===== src/rtl/color_scan_sequencer.sv =====
// Colour-sensor scan sequencer: walks the photodiode filters, runs one measurement
// handshake per channel and publishes a coherent RGB(C) frame with a valid strobe.
module color_scan_sequencer #(
  parameter int CNT_W       = 25,
  parameter int SETTLE_CYC  = 50000,
  parameter int TIMEOUT_CYC = 25000000,
  parameter int USE_CLEAR   = 0
) (
  input  logic             clk,
  input  logic             rst,
  input  logic             enable,
  input  logic             single,
  output logic             busy,
  output logic             s2,
  output logic             s3,
  output logic             oe_n,
  output logic [1:0]       channel,
  output logic             meas_start,
  input  logic             meas_done,
  input  logic [CNT_W-1:0] meas_count,
  output logic [CNT_W-1:0] red,
  output logic [CNT_W-1:0] green,
  output logic [CNT_W-1:0] blue,
  output logic [CNT_W-1:0] clear,
  output logic             frame_valid,
  output logic             timeout_err
);

  localparam int SET_W = (SETTLE_CYC > 1) ? $clog2(SETTLE_CYC) : 1;
  localparam int TO_W  = (TIMEOUT_CYC > 1) ? $clog2(TIMEOUT_CYC) : 1;
  localparam logic [SET_W-1:0] SET_LAST = SET_W'(SETTLE_CYC - 1);
  localparam logic [TO_W-1:0]  TO_LAST  = TO_W'(TIMEOUT_CYC - 1);
  localparam logic [1:0]       LAST_CH  = (USE_CLEAR != 0) ? 2'd3 : 2'd2;

  typedef enum logic [2:0] {IDLE, SETTLE, MEASURE, NEXT, PUBLISH} state_t;

  // Filter select {s2,s3} for a channel index: red, blue, green, clear.
  function automatic logic [1:0] sel_of(input logic [1:0] ch);
    logic [1:0] sel;
    case (ch)
      2'd0:    sel = 2'b00;
      2'd1:    sel = 2'b01;
      2'd2:    sel = 2'b11;
      default: sel = 2'b10;
    endcase
    return sel;
  endfunction

  state_t                    state_q, state_d;
  logic [1:0]                channel_q, channel_d;
  logic                      s2_q, s2_d, s3_q, s3_d;
  logic                      oe_n_q, oe_n_d;
  logic                      busy_q, busy_d;
  logic                      meas_start_q, meas_start_d;
  logic                      frame_valid_q, frame_valid_d;
  logic                      timeout_err_q, timeout_err_d;
  logic                      frame_to_q, frame_to_d;
  logic [SET_W-1:0]          settle_cnt_q, settle_cnt_d;
  logic [TO_W-1:0]           to_cnt_q, to_cnt_d;
  logic [3:0][CNT_W-1:0]     shadow_q, shadow_d;
  logic [CNT_W-1:0]          red_q, red_d, green_q, green_d;
  logic [CNT_W-1:0]          blue_q, blue_d, clear_q, clear_d;

  always_comb begin
    state_d       = state_q;
    channel_d     = channel_q;
    s2_d          = s2_q;
    s3_d          = s3_q;
    oe_n_d        = oe_n_q;
    busy_d        = busy_q;
    meas_start_d  = 1'b0;
    frame_valid_d = 1'b0;
    timeout_err_d = timeout_err_q;
    frame_to_d    = frame_to_q;
    settle_cnt_d  = settle_cnt_q;
    to_cnt_d      = to_cnt_q;
    shadow_d      = shadow_q;
    red_d         = red_q;
    green_d       = green_q;
    blue_d        = blue_q;
    clear_d       = clear_q;

    case (state_q)
      IDLE: begin
        if (enable || single) begin
          state_d       = SETTLE;
          channel_d     = 2'd0;
          {s2_d, s3_d}  = 2'b00;
          oe_n_d        = 1'b0;
          busy_d        = 1'b1;
          frame_to_d    = 1'b0;
          settle_cnt_d  = '0;
        end
      end

      SETTLE: begin
        if (settle_cnt_q == SET_LAST) begin
          state_d      = MEASURE;
          meas_start_d = 1'b1;
          settle_cnt_d = '0;
          to_cnt_d     = '0;
        end else begin
          settle_cnt_d = settle_cnt_q + SET_W'(1);
        end
      end

      MEASURE: begin
        // A done arriving together with our own start pulse belongs to nothing we asked for.
        if (meas_done && !meas_start_q) begin
          shadow_d[channel_q] = meas_count;
          state_d             = NEXT;
        end else if (to_cnt_q == TO_LAST) begin
          shadow_d[channel_q] = '1;
          frame_to_d          = 1'b1;
          state_d             = NEXT;
        end else begin
          to_cnt_d = to_cnt_q + TO_W'(1);
        end
      end

      NEXT: begin
        if (channel_q == LAST_CH) begin
          state_d       = PUBLISH;
          red_d         = shadow_q[0];
          blue_d        = shadow_q[1];
          green_d       = shadow_q[2];
          clear_d       = (USE_CLEAR != 0) ? shadow_q[3] : '0;
          frame_valid_d = 1'b1;
          timeout_err_d = frame_to_q;
        end else begin
          state_d      = SETTLE;
          channel_d    = channel_q + 2'd1;
          {s2_d, s3_d} = sel_of(channel_q + 2'd1);
          settle_cnt_d = '0;
        end
      end

      PUBLISH: begin
        channel_d    = 2'd0;
        {s2_d, s3_d} = 2'b00;
        settle_cnt_d = '0;
        if (enable) begin
          state_d    = SETTLE;
          frame_to_d = 1'b0;
        end else begin
          state_d = IDLE;
          busy_d  = 1'b0;
          oe_n_d  = 1'b1;
        end
      end

      default: state_d = IDLE;
    endcase
  end

  always_ff @(posedge clk or posedge rst) begin
    if (rst) begin
      state_q       <= IDLE;
      channel_q     <= 2'd0;
      s2_q          <= 1'b0;
      s3_q          <= 1'b0;
      oe_n_q        <= 1'b1;
      busy_q        <= 1'b0;
      meas_start_q  <= 1'b0;
      frame_valid_q <= 1'b0;
      timeout_err_q <= 1'b0;
      frame_to_q    <= 1'b0;
      settle_cnt_q  <= '0;
      to_cnt_q      <= '0;
      shadow_q      <= '0;
      red_q         <= '0;
      green_q       <= '0;
      blue_q        <= '0;
      clear_q       <= '0;
    end else begin
      state_q       <= state_d;
      channel_q     <= channel_d;
      s2_q          <= s2_d;
      s3_q          <= s3_d;
      oe_n_q        <= oe_n_d;
      busy_q        <= busy_d;
      meas_start_q  <= meas_start_d;
      frame_valid_q <= frame_valid_d;
      timeout_err_q <= timeout_err_d;
      frame_to_q    <= frame_to_d;
      settle_cnt_q  <= settle_cnt_d;
      to_cnt_q      <= to_cnt_d;
      shadow_q      <= shadow_d;
      red_q         <= red_d;
      green_q       <= green_d;
      blue_q        <= blue_d;
      clear_q       <= clear_d;
    end
  end

  assign busy        = busy_q;
  assign s2          = s2_q;
  assign s3          = s3_q;
  assign oe_n        = oe_n_q;
  assign channel     = channel_q;
  assign meas_start  = meas_start_q;
  assign frame_valid = frame_valid_q;
  assign timeout_err = timeout_err_q;
  assign red         = red_q;
  assign green       = green_q;
  assign blue        = blue_q;
  assign clear       = clear_q;

endmodule


===== config.mk =====
export PLATFORM = sky130hd
export DESIGN_NAME = color_scan_sequencer
export DESIGN_NICKNAME = d
export VERILOG_FILES = /design/src/rtl/color_scan_sequencer.sv
export SDC_FILE = /design/constraint.sdc
export NUM_CORES = 1
export LEC_CHECK = 0
export ABC_AREA = 1
export CAP_MARGIN = 20
export CORE_MARGIN = 2
export CORE_UTILIZATION = 28
export CTS_CLUSTER_SIZE = 25
export DETAILED_ROUTE_END_ITERATION = 12
export PLACE_DENSITY_LB_ADDON = 0.3
export SYNTH_ARGS = -nofsm -noshare
export SYNTH_HDL_FRONTEND = slang
export SYNTH_SLANG_ARGS = --single-unit

===== constraint.sdc =====
create_clock -name clk -period 8.9 [get_ports clk]
set_clock_uncertainty 0.15 [all_clocks]
set_input_delay 1.78 -clock clk [delete_from_list [all_inputs] [get_ports clk]]
set_output_delay 1.78 -clock clk [all_outputs]
set_load 0.05 [all_outputs]

# ---- Yosys cells after proc, flatten, opt, wreduce, memory -nomap -nowiden
# Index checks and enable logic that the tools add are counted.
dict set report totals {
  regBits 229
}
dict set report classes {
  n_addsub 3
  order_cmp 2
  n_eq_ne 18
  muxes 42
  bitwise_logic 1
  n_reduce_logical 20
}
# cell count
set op_table {}
lappend op_table {{two-way mux 100 bit} 2}
lappend op_table {{bitwise mux 100 bit} 1}
lappend op_table {{two-way mux 25 bit} 4}
lappend op_table {{bitwise OR 100 bit} 1}
lappend op_table {{one-hot mux 16 bit (4 select lines)} 1}
lappend op_table {{demux 25 bit (select 2 bit)} 1}
lappend op_table {{one-hot mux 25 bit (2 select lines)} 1}
lappend op_table {{two-way mux 16 bit} 3}
lappend op_table {{adder 25 x 1 -> 25 bit (second input constant)} 1}
lappend op_table {{equality test 25 bit (second input constant)} 1}
lappend op_table {{adder 16 x 1 -> 16 bit (second input constant)} 1}
lappend op_table {{equality test 16 bit (second input constant)} 1}
lappend op_table {{!= test 2 bit (second input constant)} 8}
lappend op_table {{two-way mux 3 bit} 5}
lappend op_table {{one-hot mux 3 bit (5 select lines)} 1}
lappend op_table {{two-way mux 1 bit} 14}
lappend op_table {{one-hot mux 2 bit (3 select lines)} 2}
lappend op_table {{AND reduction 3 bit} 4}
lappend op_table {{one-hot mux 1 bit (3 select lines)} 3}
lappend op_table {{equality test 3 x 2 -> 1 bit (second input constant)} 2}
lappend op_table {{nonzero test 2 bit} 3}
lappend op_table {{nonzero test 3 bit} 2}
lappend op_table {{AND reduction 5 bit} 1}
lappend op_table {{equality test 2 bit (second input constant)} 2}
lappend op_table {{17 further kinds} 21}

# ---- Logic depth before layout (Yosys ltp)
dict set report depth {
  depth_word 7
  depth_mapped 13
  mapped_depth_nobuf 12
}

# ---- Worst setup path after synthesis
# No wires, ideal clock.
dict set report synth_path {
  path_type {input port to flip-flop}
  start {input port meas_done}
  end {register to_cnt_q[22]}
  setup_ns 0.117
  t_arrival_ns 2.601
  required_ns 8.633
  setup_slack_ns 6.032
  cell_stages 8
  n_path_buf 1
  path_cell_list {inv_1 -> nor2_1 -> inv_1 -> nand3_1 -> inv_1 -> buf_2 -> nand3_1 -> nand2_1}
}
dict set report synth_via {
  elab_chain_cells 3
}
# element line
set synth_lines {}
lappend synth_lines {{start, declared} 19} ;# input logic meas_done,
lappend synth_lines {{logical AND 1 bit} 109} ;# if (meas_done && !meas_start_q) begin
lappend synth_lines {{!= test 2 bit (no source line)} --}
lappend synth_lines {{AND reduction 4 bit (no source line)} --}
lappend synth_lines {{end signal, assigned} 187} ;# to_cnt_q <= to_cnt_d;
lappend synth_lines {{end, declared} 59} ;# logic [TO_W-1:0] to_cnt_q, to_cnt_d;
# Every way passes these cells.
# A chain may end at the register's enable or synchronous reset.

# ---- Worst setup path in the final report
dict set report layout_path {
  start {register channel_q[1], in the netlist channel[1]}
  end {output port channel[1]}
}
# element line
set layout_rtl {}
lappend layout_rtl {{start, declared} 50} ;# logic [1:0] channel_q, channel_d;
lappend layout_rtl {{start signal, assigned} 177} ;# channel_q <= channel_d;
lappend layout_rtl {{end, declared} 17} ;# output logic [1:0] channel,
# No word-level cell between the ends.

==> flow_summary.yaml <==
outcome:
  outcome: "completed"
clock_tree:
  numCtsBuffers: 23
  post_cts_hold_buffer_count: 0
  cts.htree.levels: 1
  cts_tree: "built"
  worstSkewPairLatency_ns: 0.50
  post_cts_resize_count: 0
  post_cts.repair.setup_buffers: 0
  cts.sinks: 203
  clock_path_buffers: 3
  cts_root_buf: "clkbuf_16"
  clkTransAtPathRegs_ns: 0.06
layout:
  fin_nets: 1216
  diodes: 0
  post_route_cells_drive_above_1_share: 0.0636
  post-route-util: 0.348
  area.growth.synth_to_final_pct: 21.9
  layoutNonFillerInstCount: 1637
logic_synthesis:
  postSynthCellCount: 1083
  syn-mean-instance-area_um2: 8.61
  synth_largest_area_cell: "dfrtp_1"
  synth_edf_count: 0
  synth_area_leaders: "dfrtp_1 54%, nand2_1 10%, o21ai_0 4.9%"
  synthDistinctLibCells: 37
  synth.ff_latch_count: 203
  netlist.area_leader.share: 0.542
  most_used_flip_flop_cell_after_synthesis: "dfrtp_1"
  synthArstFlopShare: 1.00
  mapped_cell_area_um2: 9320
  synth_sequential_area_ratio: 0.545
  yosys_warnings: 0
setup_path:
  worstRegToRegCells: 7
  path_delay_family: "buffers and inverters"
  startpoint_type: "flip-flop"
  cp.depth: 1
  timing.rr.end: "channel[0]"
  slowest_cell_on_the_critical_path: "clkdlybuf4s50_1"
  crit_path_cell_trace: "clkdlybuf4s50_1"
  cp-startpoint: "channel[1]"
  ff2ff_setup_slack_ns: 6.26
  worst-endpoint-required_ns: 6.97
  worst_setup_path_endpoint: "channel[1]"
  endpoint_kind: "output port"
  worstSetupPathType: "flip-flop to output port"
  critPathArrivalTime_ns: 1.88
  timing.critical_path.buf_inv: 1
  r2r-start: "channel[0]"
  critPathMaxFanout: 4
  critical-path-max-stage-delay_ns: 0.87
min_path:
  timing.hold.worst.class: "flip-flop to flip-flop"
floorplanning:
  chipWidth_um: 186
  core.rowCount: 66
  design.portCount: 139
  core-area_um2: 32700
  initial_core_util: 0.285
  floorplan.die.height_um: 186
  dieArea_um2: 34800
timing:
  timing_max_transition_violations_final: 0
  finalWorstPathRequiredPeriod_ns: 3.81
  worst_slew_pin_slew_ns: 0.974
  setup_repair_after_global_routing_missed_its_margin: "false"
  report.final.setup_viol: 0
  layout_setup_ws_ns: 5.09
  min_period_over_period: 0.429
  clock.fmax_mhz: 262
  fin_tns_setup_ns: 0
  hold-worst-slack_ns: 0.325
  hold_violations: 0
  slew_headroom: 0.351
pwr:
  worst_ir_drop_vdd_v: 0.000130
  power.sequential.fraction: 0.503
  cellInternalPower_mw: 1.44
  leakage_nw: 5.30
  power_density_nw_per_um2: 165
  net_switching_share_of_the_total_power: 0.232
  p_clk_frac: 0.449
  power.net_switching_mw: 0.434
  share_comb_of_total_power: 0.049
drt:
  via_per_inst: 4.44
  route.final.wire_length_mm: 23.6
  avgRoutedWirePerCell_um: 14.4
  postRouteAntennaNets: 0
  detailroute.via_count: 7276
  dr.first_iter.drc_count: 470
  drc: 0
  drtPass1Iterations: 6
job:
  max-cap-violations: 0
global_route:
  largest_net_degree_at_the_start_of_global_routing: 137
  all_layer_global_routing_usage: 0.135
  first_global_vias: 7025
  grt_antenna_before_repair: 0
  wire_length_of_the_first_global_routing_pass_mm: 38.4
  grt_overflow_total: 0
placed_design:
  hpwlAfterDp_mm: 15.8
  gp_congestion: 0.808
  io_buffer_count: 113
  pre_cts_slack_ns: 4.75
  place_inst: 1598
[worst min path at each step]
stage	start	to	slack (ns)	cells after the start
2_1_floorplan	frame_to_q	frame_to_q	0.29	2
3_3_place_gp	blue[17]	blue[17]	0.32	2
3_5_place_dp	red[20]	red[20]	0.32	2
4_1_cts	oe_n	oe_n	0.33	2
5_1_grt	red[13]	red[13]	0.35	2
6_report	oe_n	oe_n	0.33	2
[flip-flops by register name (all words and copies together) (netlist names), 2 cells and up]
signal and cells:
blue 25, channel 2, green 25, red 25
settle_cnt_q 16, shadow_q 75, state_q 3, to_cnt_q 25
[cells in the mapped netlist (7+ instances only)]
cell,count
nand2_4,7
clkbuf_1,27
nand2_1,249
nor3_1,79
buf_6,7
buf_4,27
dfrtp_1,202
xor2_1,11
inv_1,113
a21oi_1,78
nand4_1,13
nand3_1,43
o21ai_0,91
nor2_1,74
nand2_2,14
[kinds of logic (layout without fill, tap and decap cells)]
kind of cell	Yosys count	in the layout	share of synthesized area
AO/OA/AOI/OAI	174	174	0.0945
XOR/XNOR	16	16	0.0150
adder cells (fa/ha/maj)	5	5	0.00671
buffers and inverters	187	275	0.0949
flip-flops	203	203	0.545
other	1	25	0.000402
AND/OR/NAND/NOR	497	497	0.244
[metal layers]
metal,routed length (um),vias to the layer above,GRT usage
met4,270,0,0.0247
met5,0,-,0
met1,11500,3483,0.197
met3,1150,22,0.0218
li1,-,3625,-
met2,10600,146,0.213
[cell type report]
| cell class | count | area [um2] |
|---|---|---|
| repair buffers | 115 | 1150 |
| clock buffers | 33 | 623 |
| flip-flops and latches | 203 | 5080 |
| clock inverters | 6 | 33.8 |
| inverters | 121 | 475 |
| fillers | 3455 | 21300 |
| well taps | 442 | 553 |
| multi-input cells | 717 | 3450 |
[metrics by stage]
stage / instance area [um2] / power (mW)
floorplan: 9410 / 1.02
global placement: 10700 / 1.05
detailed placement: 10700 / 1.05
CTS: 11400 / 1.90
global route: 11400 / 1.95
finish: 11400 / 1.87
[cells in the final DEF (no fill, tap or decap), drive strengths merged]
cell type,netlist,routed
nand2,271,271
dfrtp,202,202
inv,118,119
clkdlybuf4s50,0,113
o21ai,91,91
nor2,80,80
nor3,79,79
a21oi,78,78
nand3,48,48
clkbuf,27,33
conb,1,25
nand4,13,13
xor2,11,11
clkinv,3,8
xnor2,5,5
ha,5,5
o21bai,3,3
nand3b,3,3
o22ai,2,2
or2,2,2
buf,39,2
nor4,1,1
dfstp,1,1
[worst reg2reg max path: stages (launching register included)]
cell,delay [ns]
dfrtp_1,0.47
inv_1,0.15
ha_1,0.30
clkinv_1,0.80
nand2_1,0.32
nand2_1,0.16
nand3_1,0.09
o21ai_0,0.08
[power by group through the flow]
stage	Clock, mW	Sequential (mW)	Combinational (mW)
global placement	0	0.957	0.0923
global route	0.905	0.941	0.102
detailed placement	0	0.957	0.0927
CTS	0.867	0.940	0.0929
finish	0.840	0.941	0.0911
floorplan	0	0.955	0.0699
(Power assumes the default switching activity.)
